File: config.mk
export PLATFORM = sky130hd
export DESIGN_NAME = exhaustive_sweeper
export DESIGN_NICKNAME = d
export VERILOG_FILES = /design/src/rtl/exhaustive_sweeper_pkg.sv /design/src/rtl/exhaustive_sweeper_misr.sv /design/src/rtl/exhaustive_sweeper.sv
export SDC_FILE = /design/constraint.sdc
export NUM_CORES = 1
export LEC_CHECK = 0
export BUFFER_PORTS_ARGS = -buffer_cell sky130_fd_sc_hd__buf_2
export CAP_MARGIN = 10
export CORE_UTILIZATION = 58
export DETAILED_ROUTE_END_ITERATION = 10
export PLACE_DENSITY_LB_ADDON = 0.3
export SYNTH_ARGS = -nofsm -noshare
export SYNTH_HDL_FRONTEND = slang
export SYNTH_SLANG_ARGS = --single-unit
export TNS_END_PERCENT = 20
File: constraint.sdc
create_clock -name clk -period 3.4 [get_ports clk]
set_input_delay 0.68 -clock clk [delete_from_list [all_inputs] [get_ports clk]]
set_output_delay 0.68 -clock clk [all_outputs]
set_load 0.01 [all_outputs]
File: src/rtl/exhaustive_sweeper_pkg.sv
// Shared types and helpers for the exhaustive stimulus sweeper.
// Holds the sweep FSM encoding, the default MISR taps and the Gray encoder.
package sweeper_pkg;

  typedef enum logic [1:0] {
    IDLE = 2'd0,
    RUN  = 2'd1,
    DONE = 2'd2
  } state_t;

  localparam logic [15:0] DEFAULT_POLY = 16'h002D;

  // Width-agnostic: callers truncate the result to their own vector width.
  function automatic logic [31:0] gray_enc(input logic [31:0] b);
    return b ^ (b >> 1);
  endfunction

endpackage

File: src/rtl/exhaustive_sweeper_misr.sv
// Multiple-input signature register folding OUT_W response bits per sample.
// Feedback is a left shift with POLY applied when the outgoing MSB is set.
module misr
  import sweeper_pkg::*;
#(
  parameter int unsigned      SIG_W = 16,
  parameter int unsigned      OUT_W = 2,
  parameter logic [SIG_W-1:0] POLY  = SIG_W'(DEFAULT_POLY)
) (
  input  logic             clk,
  input  logic             rst_n,
  input  logic             clr,
  input  logic             en,
  input  logic [OUT_W-1:0] din,
  output logic [SIG_W-1:0] sig
);

  logic [SIG_W-1:0] r_sig;
  logic [SIG_W-1:0] w_ext;
  logic [SIG_W-1:0] w_fb;
  logic [SIG_W-1:0] w_next;

  always_comb begin
    w_ext              = '0;
    w_ext[OUT_W-1:0]   = din;
    w_fb               = r_sig[SIG_W-1] ? POLY : '0;
    w_next             = {r_sig[SIG_W-2:0], 1'b0} ^ w_fb ^ w_ext;
  end

  always_ff @(posedge clk or negedge rst_n) begin
    if (!rst_n) begin
      r_sig <= '0;
    end else if (clr) begin
      r_sig <= '0;
    end else if (en) begin
      r_sig <= w_next;
    end
  end

  assign sig = r_sig;

endmodule

File: src/rtl/exhaustive_sweeper.sv
// Walks every IN_W-bit input vector, holds each for DWELL cycles, then compares
// the DUT against its reference model and folds the DUT response into a MISR.
module exhaustive_sweeper
  import sweeper_pkg::*;
#(
  parameter int unsigned      IN_W  = 4,
  parameter int unsigned      OUT_W = 2,
  parameter int unsigned      DWELL = 20,
  parameter int unsigned      SIG_W = 16,
  parameter logic [SIG_W-1:0] POLY  = SIG_W'(DEFAULT_POLY)
) (
  input  logic             clk,
  input  logic             rst_n,
  input  logic             start,
  input  logic             gray_mode,
  output logic [IN_W-1:0]  vec,
  input  logic [OUT_W-1:0] dut_out,
  input  logic [OUT_W-1:0] exp_out,
  output logic             busy,
  output logic             done,
  output logic [IN_W:0]    err_cnt,
  output logic             first_err_valid,
  output logic [IN_W-1:0]  first_err_vec,
  output logic [SIG_W-1:0] signature
);

  localparam int unsigned DW_W = $clog2(DWELL);

  state_t          r_state;
  state_t          w_next;
  logic [IN_W-1:0] r_idx;
  logic [DW_W-1:0] r_dwell;
  logic            r_gray;
  logic [IN_W:0]   r_err_cnt;
  logic            r_fev;
  logic [IN_W-1:0] r_fevec;

  logic            w_busy;
  logic            w_done;
  logic            w_accept;
  logic            w_sample;
  logic            w_last;
  logic            w_mismatch;
  logic [IN_W-1:0] w_vec;

  assign w_last     = (r_idx == '1);
  assign w_mismatch = (dut_out != exp_out);
  assign w_vec      = r_gray ? IN_W'(gray_enc(32'(r_idx))) : r_idx;

  always_ff @(posedge clk or negedge rst_n) begin
    if (!rst_n) begin
      r_state <= IDLE;
    end else begin
      r_state <= w_next;
    end
  end

  always_comb begin
    w_next = r_state;
    case (r_state)
      IDLE:    if (start) w_next = RUN;
      RUN:     if (w_sample && w_last) w_next = DONE;
      DONE:    w_next = IDLE;
      default: w_next = IDLE;
    endcase
  end

  always_comb begin
    w_busy   = (r_state == RUN);
    w_done   = (r_state == DONE);
    w_accept = (r_state == IDLE) && start;
    w_sample = w_busy && (r_dwell == DW_W'(DWELL - 1));
  end

  // Terminal sample leaves idx on the last vector so vec holds through DONE;
  // idx only returns to 0 as the FSM drops back to IDLE.
  always_ff @(posedge clk or negedge rst_n) begin
    if (!rst_n) begin
      r_idx     <= '0;
      r_dwell   <= '0;
      r_gray    <= 1'b0;
      r_err_cnt <= '0;
      r_fev     <= 1'b0;
      r_fevec   <= '0;
    end else if (w_accept) begin
      r_idx     <= '0;
      r_dwell   <= '0;
      r_gray    <= gray_mode;
      r_err_cnt <= '0;
      r_fev     <= 1'b0;
      r_fevec   <= '0;
    end else if (w_busy) begin
      if (w_sample) begin
        r_dwell <= '0;
        if (!w_last) begin
          r_idx <= r_idx + 1'b1;
        end
        if (w_mismatch) begin
          r_err_cnt <= r_err_cnt + 1'b1;
          if (!r_fev) begin
            r_fev   <= 1'b1;
            r_fevec <= w_vec;
          end
        end
      end else begin
        r_dwell <= r_dwell + 1'b1;
      end
    end else if (w_done) begin
      r_idx   <= '0;
      r_dwell <= '0;
    end
  end

  misr #(
    .SIG_W (SIG_W),
    .OUT_W (OUT_W),
    .POLY  (POLY)
  ) u_misr (
    .clk   (clk),
    .rst_n (rst_n),
    .clr   (w_accept),
    .en    (w_sample),
    .din   (dut_out),
    .sig   (signature)
  );

  assign vec             = w_vec;
  assign busy            = w_busy;
  assign done            = w_done;
  assign err_cnt         = r_err_cnt;
  assign first_err_valid = r_fev;
  assign first_err_vec   = r_fevec;

endmodule

# Word level (Yosys, flattened, before mapping)
# Cells that the tools add are included.
# totals
register_bits,38
in_bits,8
output_inout_bits,32
wordCells,65
# op_classes
n_reduce_logical,12
bitwise,3
addsub,3
muxes,29
n_eq_ne,10
# ops
op,count
$mux 4,11
$mux 5,8
$mux 16,2
$xor 16x16->16,1
$xor 16x2->16,1
$add 5x1->5 const B,2
$mux 6,1
$reduce_and 3->1,2
$reduce_bool 2->1,3
$eq 5x5->1 const B,1
$add 4x1->4 const B,1
$eq 4x4->1 const B,1
$mux 1,4
$mux 2,2
$ne 2x1->1 const B,2
$pmux 2 s2,1
$reduce_and 4->1,1
$xor 4x3->4,1
$logic_and 1x1->1,3
$ne 3x1->1 const B,1
$ne 3x2->1 const B,1
$reduce_bool 3->1,1
$eq 2x1->1 const B,1
$eq 2x2->1 const B,1
4 further kinds,4

# Longest topological paths before layout
# Gate-level depths: netlist (run 1).
# logic_depth
ltp_word,7
mapped_depth,7

# Modules after synthesis
# From an unflattened synthesis (run 1), not the netlist that was laid out.
# hier_totals
cells_unflattened,180
hier_area_um2,1964.4
# modules_own_cells
module,cells_each,n_inst,area_each_um2,seq_area_each_um2
exhaustive_sweeper,122,1,1272.5,550.5
misr,58,1,691.9,400.4

# Least setup slack after synthesis (run 1)
# No wires, ideal clock.
# synth_path
path_kind,register -> register
startpoint,register r_dwell[0]
endpoint,register r_state[0]
stages_incl_launch_ff,7
slack_ns,1.644
arrival_time_ns,1.631
setup_time_ns,0.125
synth_period_minus_slack_ns,1.756
path_cell_list,dfrtp_1 ha_1 and4bb_2 buf_2 nand3_1 a21oi_1 mux2_2
# synth_between
elab_chain_cells,5
# synth_rtl
element,line,source
start: declaration,exhaustive_sweeper.sv:32,logic [DW_W-1:0] r_dwell;
start signal: assignment,exhaustive_sweeper.sv:106,r_dwell <= r_dwell + 1'b1;
$eq 5x5->1,exhaustive_sweeper.sv:72,w_sample = w_busy && (r_dwell == DW_W'(DWELL - 1));
$logic_and 1x1->1,exhaustive_sweeper.sv:72,
$logic_and 1x1->1,exhaustive_sweeper.sv:62,RUN: if (w_sample && w_last) w_next = DONE;
$ne 2x1->1 (no source line),-,
$reduce_and 2->1 (no source line),-,
end signal: assignment,exhaustive_sweeper.sv:54,r_state <= w_next;
end: declaration,exhaustive_sweeper.sv:29,state_t r_state;
# Every way passes these cells.
# A chain may end at the register's enable or synchronous reset.

# Worst setup path after layout (run 1)
# layout_path
startpoint,register r_state[1]
endpoint,output port busy
# layout_between
elab_chain_cells,1
# layout_rtl
element,line,source
$eq 2x1->1,exhaustive_sweeper.sv:69,w_busy = (r_state == RUN);
end: declaration,exhaustive_sweeper.sv:19,"output logic busy,"
# Every way passes these cells.

==> metrics list, run 1 <==
- Via count: 1577
- The floorplan step set the die height to approximately 60 µm.
* Outcome: finished, final reports clean
- Minimum setup slack among reg-to-reg paths: 1.19 ns
- TritonCTS built the clock tree.
- Buffers placed on the I/O ports in this run total 39.
- Largest net degree at the start of global routing: 39
* Worst hold path class: input pin to asynchronous set/reset pin
* Routed length per instance: 13.5 µm
- HPWL after detailed placement: 2.70 mm
- Floorplan row count: 20
- Net count after synthesis: roughly 220
- Number of remaining DRC errors: 0
- At the pin with the least slew margin, the transition time is a little over 0.8 ns.
* Count of final max-slew check failures: 0
* Resize count post-CTS: 0
- With fillers left out, the area of the finished cells amounts to 2200 µm².
* Slew HR: 45.3%
- Finished Core Util: a little over two thirds
- Maximum net fanout on the critical path: 17
- Total setup violations reported at the end of the flow: 0
* Worst path required time: about 2.7 ns
* Setup TNS Final: 0 ns
- After floorplanning, the core was sized to cover 3130 µm².
- For the final database, setup skew stands at 0.00870 ns.
- GPL Wtd Cong: 0.817
- Arrival time of the worst setup path: about 1.7 ns
- Synthesis produced 205 cells.
- Total number of H-tree levels: 2
- Area after DPL: 2150 µm²
* Final Routed Wirelength: 3.82 mm
* Number of different library cells in the post-synthesis netlist: 34
* Clock transition at the register clock pins on the worst setup and hold paths after CTS: 0.11 ns
* Reg2reg start: r_state[1]
- Global routing finished with a remaining overflow of 0.
- The floorplan step defined a die boundary enclosing 3600 µm².
- CP max stage delay: 0.57 ns
- The area growth from synthesis to layout is 12.8%.
- Counting cells, the worst reg-to-reg path comes to 5.
- During synthesis, Yosys emitted a total of 0 warnings.
- Summed over all cells, the static leakage comes to 1.09 nW.
- Number of global-route vias before repair: 1406
* Cts bufs inserted: 5
* Hold violation count in the final report: 0
- For this run, the top clock speed supported by timing is 0.427 GHz.
- The tool flagged a number of max-cap violations equal to 0.
- Antenna Nets Post-Route: 0
* Clock Tree Buf Depth: 2
- Global-route total usage across every layer: 24.3%
- Via/cell ratio: 5.57
- Register area: 951 µm²
* Critical path class: flop to output pin
- The die is 60.0 µm wide.
- Crit path time final: 2.34 ns
* Peak VDD IR: 0.271 mV
- Wire length of the first global-routing pass: 6.35 mm
- After the flow finishes, the layout carries non-filler instances totaling 283.
- Once the floorplan was initialized, standard cells occupied 62.4% of the core.
* CTS sink cnt: 38
* Post-route clock period utilization: 68.9%
- In the final layout, the share of cells above drive strength 1 is 22.2%.
* Critical path capture point type: output pin
* Clk Latency, worst-skew pair: about 0.34 ns
- In the final layout, the multi-input gates occupy 917 µm².
* Cell-by-cell listing of the critical path: inv_1, ha_1, buf_2
- The worst register-to-register path ends at u_misr.sig[3].
- Initial antenna violation count: 0
- TritonRoute pass-1 iters: 4
- Top-Level Pins: 40
- The number of setup buffers added after CTS is 0.
* RSZ-0062 raised after global routing: no
* Total instance count after detailed placement: 277
- STA classifies the critical path startpoint as a flop.
- Number of hold-repair buffers added at the cts stage: 0
- The slowest stage of the critical path belongs to the cell ha_1.
- The repair_antennas step left the layout with diodes totalling 0.
- In this run the cell area of the synthesized design comes to approximately 2000 µm².
- Power after layout: just under 1 mW
- Power density over the cells: 447 nW/µm²
- Clock root cell: clkbuf_4
- The first routing iteration left 88 violations.
- Average instance area after synthesis: 9.52 µm²
* Fraction of the yosys area taken by sequential cells: 48.7%
- The synthesized design contains 38 register bits.
- Count of fill cells added during filler insertion: between 200 and 300
- Nets: 257
## cell type report
type                       instances  share of cell area, %
sequential                        38                   43.2
inverter                           6                   1.02
multi-input combinational        149                   41.7
timing repair buffer              40                   9.21
clock buffer                       6                   2.33
tap                               44                   2.50
## worst max-delay path by stage
stage                     from             to  depth (start not counted)
detailed placement  r_state[1]  u_misr.sig[3]                          5
global placement    r_state[1]  u_misr.sig[3]                          5
finish              r_state[1]           busy                          3
floorplan           r_dwell[0]     r_state[0]                          6
CTS                 r_state[1]           busy                          3
global route        r_state[1]           busy                          3
## placed cells by master, fill, tap and decap left out, types with 2 or more instances in the layout
cell type	n
inv_1	6
buf_2	39
nand3_1	11
xor2_1	3
nor2b_1	2
nand2_1	36
ha_1	9
a211oi_1	5
nor2_1	11
o211a_1	3
nand4b_1	3
nor3_1	2
or3_1	6
o21ai_0	9
and2_1	2
a21oi_1	25
xnor2_1	5
mux2_2	4
dfrtp_1	38
nand4_1	2
clkbuf_4	5
## metrics by stage
stage	hold slack, ns	setup slack [ns]
final	0.417	1.06
after global routing	0.474	0.888
after CTS	0.449	1.03
after detailed placement	0.512	1.16
after global placement	0.504	1.38
after floorplan	0.384	1.64
## power breakdown
part	switching [mW]	total (mW)	internal, mW
combinational	0.172	0.253	0.0802
sequential	0.0235	0.499	0.475
clock	0.138	0.232	0.0933
total	0.334	0.983	0.649
## cells in the mapped netlist
cell,number,area [µm²]
o32ai_1,1,8.76
o21ai_0,9,45.0
nand3_1,11,55.1
mux2_2,4,45.0
ha_1,9,113
xor2_1,3,26.3
nor4b_1,1,8.76
o31ai_1,1,7.51
o211ai_1,1,7.51
nand4_1,2,12.5
o22a_1,1,8.76
o211a_1,3,30.0
nor2_1,11,41.3
dfrtp_1,38,951
a211oi_1,5,37.5
o211ai_4,1,21.3
xnor2_1,5,43.8
or4_1,1,7.51
nand2_1,36,135
nand4b_1,3,26.3
nor3_1,2,10.0
and2_1,2,12.5
nand2b_1,1,6.26
inv_1,6,22.5
a21oi_1,25,125
buf_6,1,11.3
nor2b_1,2,12.5
mux2i_1,1,10.0
or3_1,6,37.5
a21bo_2,1,10.0
and4bb_2,1,12.5
buf_4,1,7.51
buf_2,3,15.0
clkbuf_1,7,26.3
## sequential cells by signal, summed over array words and instances, names as in the netlist
signal           cells
err_cnt              5
first_err_valid      1
first_err_vec        4
r_dwell              5
r_gray               1
r_idx                4
r_state              2
u_misr.sig          16
## cell families after synthesis
family	after synthesis	share of synthesized area [%]
flops	38	48.7
buf+inv	18	4.23
fa+ha+maj	9	5.77
xor+xnor	8	3.59
simple gates	79	19.4
compound gates	48	15.5
mux	5	2.82
## routing by layer
layer	track usage (%)	wire [µm]	vias up
met2	38.9	1850	45
met4	5.98	30	0
met5	0	0	-
met3	8.01	157	4
li1	-	-	780
met1	32.1	1790	748
## critical path, delay by kind of cell, from the launching register on
kind                       cells  cell delay (ns)
buffers and inverters          2             0.34
adders and majority gates      1             0.57
DFF                            1             0.41
(Power assumes the default switching activity.)
==> run 2, diff against run 1 <==
- CORE_UTILIZATION: 58 -> 49
- clock period: 3.4 -> 2 ns (I/O delays scaled with it)
==> run 2 against run 1 <==
Combinational power grew 89%. Worst hold slack worse by 0.28 ns. Highest routed layer unchanged. Design area increased by 4.0%. Critical path depth unchanged. Clock skew decreased by 0.00070 ns. Clock power up 110%. Final cell count grew 3.5%. Critical endpoint is now vec[2]. Worst setup slack worse by 0.93 ns. First-iteration DRC count shrank 11%.
==> metrics list, run 2 (same netlist as run 1, synthesis figures left out) <==
- The run finished with clean final reports.
- Clk Latency, worst-skew pair: 0.29 ns
* Violation count after the first detailed-route iteration: 78
* Top-Level Pins: 40
- Summing over every cut layer, the via total after detailed routing is 1575.
* # Post-CTS Setup Buffers: 0
* CTS tree: done
- Number of global-route vias before repair: 1476
- Counting I/O delays and the setup requirement, the final critical path takes 1.87 ns.
* Number of antenna cells inserted: 0
* Share of post-route cells with drive strength above 1: 24.5%
* Crit start category: flop
* Critical path capture point type: output pin
- Total number of H-tree levels: 2
- At the worst endpoint, the arrival time is 1.47 ns.
- For this run, design rule violations remaining after detail routing come to 0.
* Area of the die: 4240 µm²
- VDD sags by at most 0.423 mV.
- Walking the worst path, the cells encountered are ha_1, mux2_2, buf_2.
* Final Skew: ~0.0080 ns
- At the pin with the least slew margin, the transition time is 0.467 ns.
* Leak: 1.13 nW
- Worst hold path class: input pin to asynchronous set/reset pin
- Routed length per instance: 13.3 µm
- The register with the most flip-flops in the layout has 16 of them.
- Leading cell types in the layout, fill and taps excluded: 39 x buf_2, 38 x dfrtp_1, 36 x nand2_1
- Final Routed Wirelength: 3.88 mm
- Top Usage Layer GRT: met2
* Slowest CP cell: dfrtp_1
- Area after DPL: around 2200 µm²
- Derived from the worst setup path, the maximum achievable clock frequency is 0.534 GHz.
- Global routing used 28.0% of the available met1 tracks.
* Antenna Nets Post-Route: 0
- Slew HR: 68.8%
* Worst setup path startpoint: r_idx[3]
* Global Route met3 Usage: 4.69%
- Worst Path Buf+Inv: 1
- The clock net in this run drives a total of 38 sinks.
- The floorplan step set the die height to around 65 µm.
- Via/cell ratio: roughly 5.4
- The number of endpoints with negative hold slack in the final report was 0.
- Routability-driven placement finished with a final weighted congestion of 0.774.
* Number of hold-repair buffers added at the cts stage: 0
- Wire length of the first global-routing pass: 6.68 mm
- Largest net degree at the start of global routing: 39
* Clock root cell: clkbuf_8
- Total number of cells along the worst setup path: 3
* Worst path required time: 1.60 ns
- Area growth from synthesis to layout: 17.3%
- Summed over all layers, the global routing overflow is 0.
* Crit path max-delay family: flip-flops
- Met2 Resource Use GR: about 33%
* Setup TNS Final: 0 ns
- The net count of the finished layout is 262.
- Worst r2r path cells: 5
- In this run, placement finished with an instance count of about 290.
- The floorplan step defined a core boundary enclosing about 3700 µm².
* Final design area excluding fillers: 2290 µm²
- Clock Tree Buf Depth: 2
- The first detailed-routing pass ran for 4 iterations.
- CP max stage delay: 0.44 ns
* Most common cell after layout, fill and taps aside: buf_2
* Critical path class: flop to output pin
* Cts bufs inserted: 5
- Buffers placed on the I/O ports in this run total 39.
- The number of antenna violations at the first check in global routing was 0.
- Of all nets on the critical path, the largest fanout is 6.
- Setup repair after global routing left no endpoint under its margin.
- Total setup violations reported at the end of the flow: 0
* Floorplan row count: 22
- Once the floorplan was initialized, standard cells occupied 52.1% of the core.
* Clock transition at the register clock pins on the worst setup and hold paths after CTS: around 0.07 ns
- Dividing total power by cell area gives a power density of 794 nW/µm².
- Across the run, the number of max-cap violations was 0.
* Count of placed standard cells in the final layout, fillers left out: 293
- Count of final max-slew check failures: 0
- Global-route total usage across every layer: 20.7%
* Horizontal extent of the die: 65.1 µm
- The startpoint identified for the worst register-to-register timing path is r_dwell[0].
- Finished Core Util: 61.1%
- Post-route clock period utilization: 93.7%
* HPWL after detailed placement: 2.71 mm
-- run 2: cell types whose count changed in the layout (fill, tap and decap cells not counted), sizes merged --
| cell | before | now |
|---|---|---|
| clkbuf | 6 | 5 |
| buf | 40 | 45 |
| clkinv | 0 | 2 |
-- run 2: layout make-up --
cell class	count	area, µm²
clock inverters	2	10.0
fillers	349	1460
multi-input cells	149	923
flip-flops and latches	38	951
inverters	6	22.5
clock buffers	5	68.8
well taps	48	60.1
repair buffers	45	253
-- run 2: repair_timing --
action,CTS,global route
resized for setup,0,2
endpoints found under the setup margin,0,4
endpoints found under the hold margin,0,0
-- run 2: worst register-to-register path, delay by kind of cell (launching register included) --
kind | cells | cell delay, ns
AOI/OAI and AO/OA | 2 | 0.33
adders and majority gates | 1 | 0.25
DFF | 1 | 0.38
and+or+nand+nor | 2 | 0.75
-- run 2: report_power, final --
group	internal [mW]	switching, mW	leakage, nW
Clock	0.234	0.258	0.0438
Combinational	0.173	0.304	0.564
Sequential	0.809	0.0387	0.526
Total	1.22	0.601	1.13
-- run 2: metal layers --
| layer | part of all wire [%] | up-vias | wire (µm) |
|---|---|---|---|
| met3 | 3.7 | 6 | 142 |
| met1 | 49 | 754 | 1920 |
| met5 | 0 | - | 0 |
| met4 | 1.5 | 0 | 59 |
| met2 | 45 | 27 | 1760 |
| li1 | - | 788 | - |
-- run 2: final timing paths --
path                               endpoint  slack [ns]
setup / recovery                     vec[2]        0.13
hold / removal                     r_idx[1]        0.14
setup reg to reg                 err_cnt[3]        0.22
hold reg to reg            first_err_vec[0]        0.52
max in group asynchronous    u_misr.sig[12]        1.53
min in group clk                     r_gray        0.31
-- run 2: through the flow --
step	power (mW)	setup WS [ns]	hold WS (ns)
2_1_floorplan	1.17	0.244	0.104
3_3_place_gp	1.33	0.206	0.477
3_5_place_dp	1.34	0.152	0.478
4_1_cts	1.84	0.115	0.160
5_1_grt	1.93	0.0673	0.189
6_report	1.82	0.126	0.141
==> run 3, diff against run 2 <==
- CORE_UTILIZATION: 49 -> 51
- CTS_BUF_LIST: not set -> sky130_fd_sc_hd__clkbuf_4 sky130_fd_sc_hd__clkbuf_8
==> run 3 against run 2 <==
Non-clock buffer count unchanged. Clock-buffer cell count is 1 higher. Largest cell class unchanged. Critical path type unchanged. Largest power group unchanged. Final cell count up 0.34%.
==> metrics list, run 3 (same netlist as run 1, synthesis figures left out) <==
- The first detailed-routing pass took 4 iterations.
- 40 I/O pins were placed.
- Walking the worst path, the cells encountered are ha_1, mux2_2, buf_2.
- The total area inside the core boundary comes to around 3700 µm².
- Outcome: finished, final reports clean
- Power density over the cells: 816 nW/µm²
- Worst r2r path cells: 5
* Slowest CP cell: dfrtp_1
- Fmax: 0.531 GHz
* Hold violation count in the final report: 0
- In this run the vertical extent of the chip is 63.8 µm.
- The analysis attributes to cell leakage a power of ~1.1 nW.
- Critical path class: flop to output pin
- Count of placed standard cells in the final layout, fillers left out: 294
- GPL Wtd Cong: 0.769
- Wire length of the first global-routing pass: 6.91 mm
- Entering global routing, the biggest net connects 39 pins.
* Final Skew: roughly 0.0056 ns
* Total setup violations reported at the end of the flow: 0
* Floorplan row count: 22
- CP max stage delay: 0.44 ns
* RR Endpoint: first_err_vec[2]
- Setup repair after global routing left no endpoint under its margin.
- Global routing used 22.2% of the available tracks.
* Minimum setup slack among reg-to-reg paths: 0.21 ns
- Worst path required time: 1.60 ns
* CTS tree: done
* Antenna Nets Post-Route: 0
* Count of buffers inserted at the top-level ports: 39
- For this block, the routed nets add up to between 3 and 4 mm of wire.
* Area growth from synthesis to layout: 18.0%
- Number of remaining DRC errors: 0
- Total instance count after detailed placement: between 200 and 300
* Slew HR: 68.5%
- Power after layout: ~1.9 mW
- The H-tree generated during clock tree synthesis spans 2 levels.
- Critical path capture point type: output pin
* Crit path time final: 1.88 ns
* Max-cap check violation count: 0
- After clock tree synthesis, the clock-pin slew on the worst setup and hold paths is about 0.080 ns.
- Via count: 1590
- The register with the most flip-flops in the layout has 16 of them.
- Counting every sink on the clock net gives 38.
* Post-route clock period utilization: 94.2%
- The number of hold buffers added after CTS was 0.
- In the routed layout, each cell is associated on average with a via count of 5.41.
- The number of antenna violations at the first check in global routing was 0.
- In this design, the largest share of critical-path delay is due to flip-flops.
* Violation count after the first detailed-route iteration: 43
- Area of the die: between 4000 and 5000 µm²
* Share of post-route cells with drive strength above 1: 24.4%
* Crit start category: flop
* Worst Path Buf+Inv: 1
* Starting utilization of the core area: a little over half
- For the pin with the worst max-slew slack, the measured transition is around 0.47 ns.
* Nets: roughly 260
* Worst hold path class: input pin to asynchronous set/reset pin
* Number of antenna cells inserted: 0
- Number of global-route vias before repair: 1490
- Clk Latency, worst-skew pair: 0.29 ns
* Horizontal extent of the die: 63.8 µm
- Count of final max-slew check failures: 0
* Reg2reg start: r_dwell[0]
- Setup TNS Final: 0 ns
- In this run the worst path has a maximum fanout of 6.
* Clock root cell: clkbuf_8
- The library cell used most frequently in the layout, excluding fill and tap cells, is buf_2.
- The critical path crosses 3 cells after its start point.
* Clock Tree Buf Depth: 2
- The worst-case IR drop observed on VDD is about 0.58 mV.
* Arrival time of the worst setup path: 1.48 ns
- After detailed routing, the average wire length per cell comes to 13.5 µm.
- Leading cell types in the layout, fill and taps excluded: 39 x buf_2, 38 x dfrtp_1, 36 x nand2_1
- Detailed placement ended at an HPWL of 2.66 mm.
* Cts bufs inserted: 5
- For this run the aggregate overflow at the end of global routing stands at 0.
-- run 3: cell count changes in the layout (fill, tap and decap cells not counted), sizes merged --
cell      change
clkinvlp      +1
clkbuf        +1
clkinv        -1
-- run 3: repair_timing --
action                                 4_1_cts  5_1_grt
resized for setup                            0        1
buffers inserted                             0        0
endpoints found under the hold margin        0        0
setup endpoints to repair                    0        8
-- run 3: final cells by class --
| type | count | area, µm² |
|---|---|---|
| clock buffer | 6 | 82.6 |
| tap | 48 | 60.1 |
| inverter | 6 | 22.5 |
| multi-input combinational | 149 | 921 |
| timing repair buffer | 45 | 253 |
| clock inverter | 2 | 12.5 |
| fill | 292 | 1360 |
| sequential | 38 | 951 |
-- run 3: routing by layer --
layer	global-route usage, %	part of all wire, %
met2	33.2	47
met4	9.66	1.5
met3	6.25	3.4
met1	30.1	48
met5	0	0
-- run 3: how the worst max path moves through the flow --
stage,startpoint,to,slack [ns]
6_report,r_idx[3],vec[2],0.12
2_1_floorplan,r_dwell[0],r_state[0],0.24
5_1_grt,r_dwell[0],err_cnt[3],0.05
4_1_cts,r_idx[3],vec[2],0.11
3_5_place_dp,r_dwell[0],err_cnt[4],0.12
3_3_place_gp,r_dwell[0],err_cnt[3],0.20
-- run 3: metrics by stage --
stage	utilization [%]	instance area (µm²)	setup slack (ns)	hold slack, ns
after floorplan	-	1950	0.244	0.104
after global placement	60.2	2200	0.200	0.476
after detailed placement	60.2	2200	0.122	0.477
after CTS	62.8	2300	0.112	0.156
after global routing	62.9	2300	0.0534	0.175
final	62.9	2300	0.116	0.138
-- run 3: power by group --
part	internal (mW)	switching (mW)	leakage (nW)
clock network	0.277	0.283	0.0472
logic	0.173	0.296	0.565
registers	0.808	0.0400	0.526
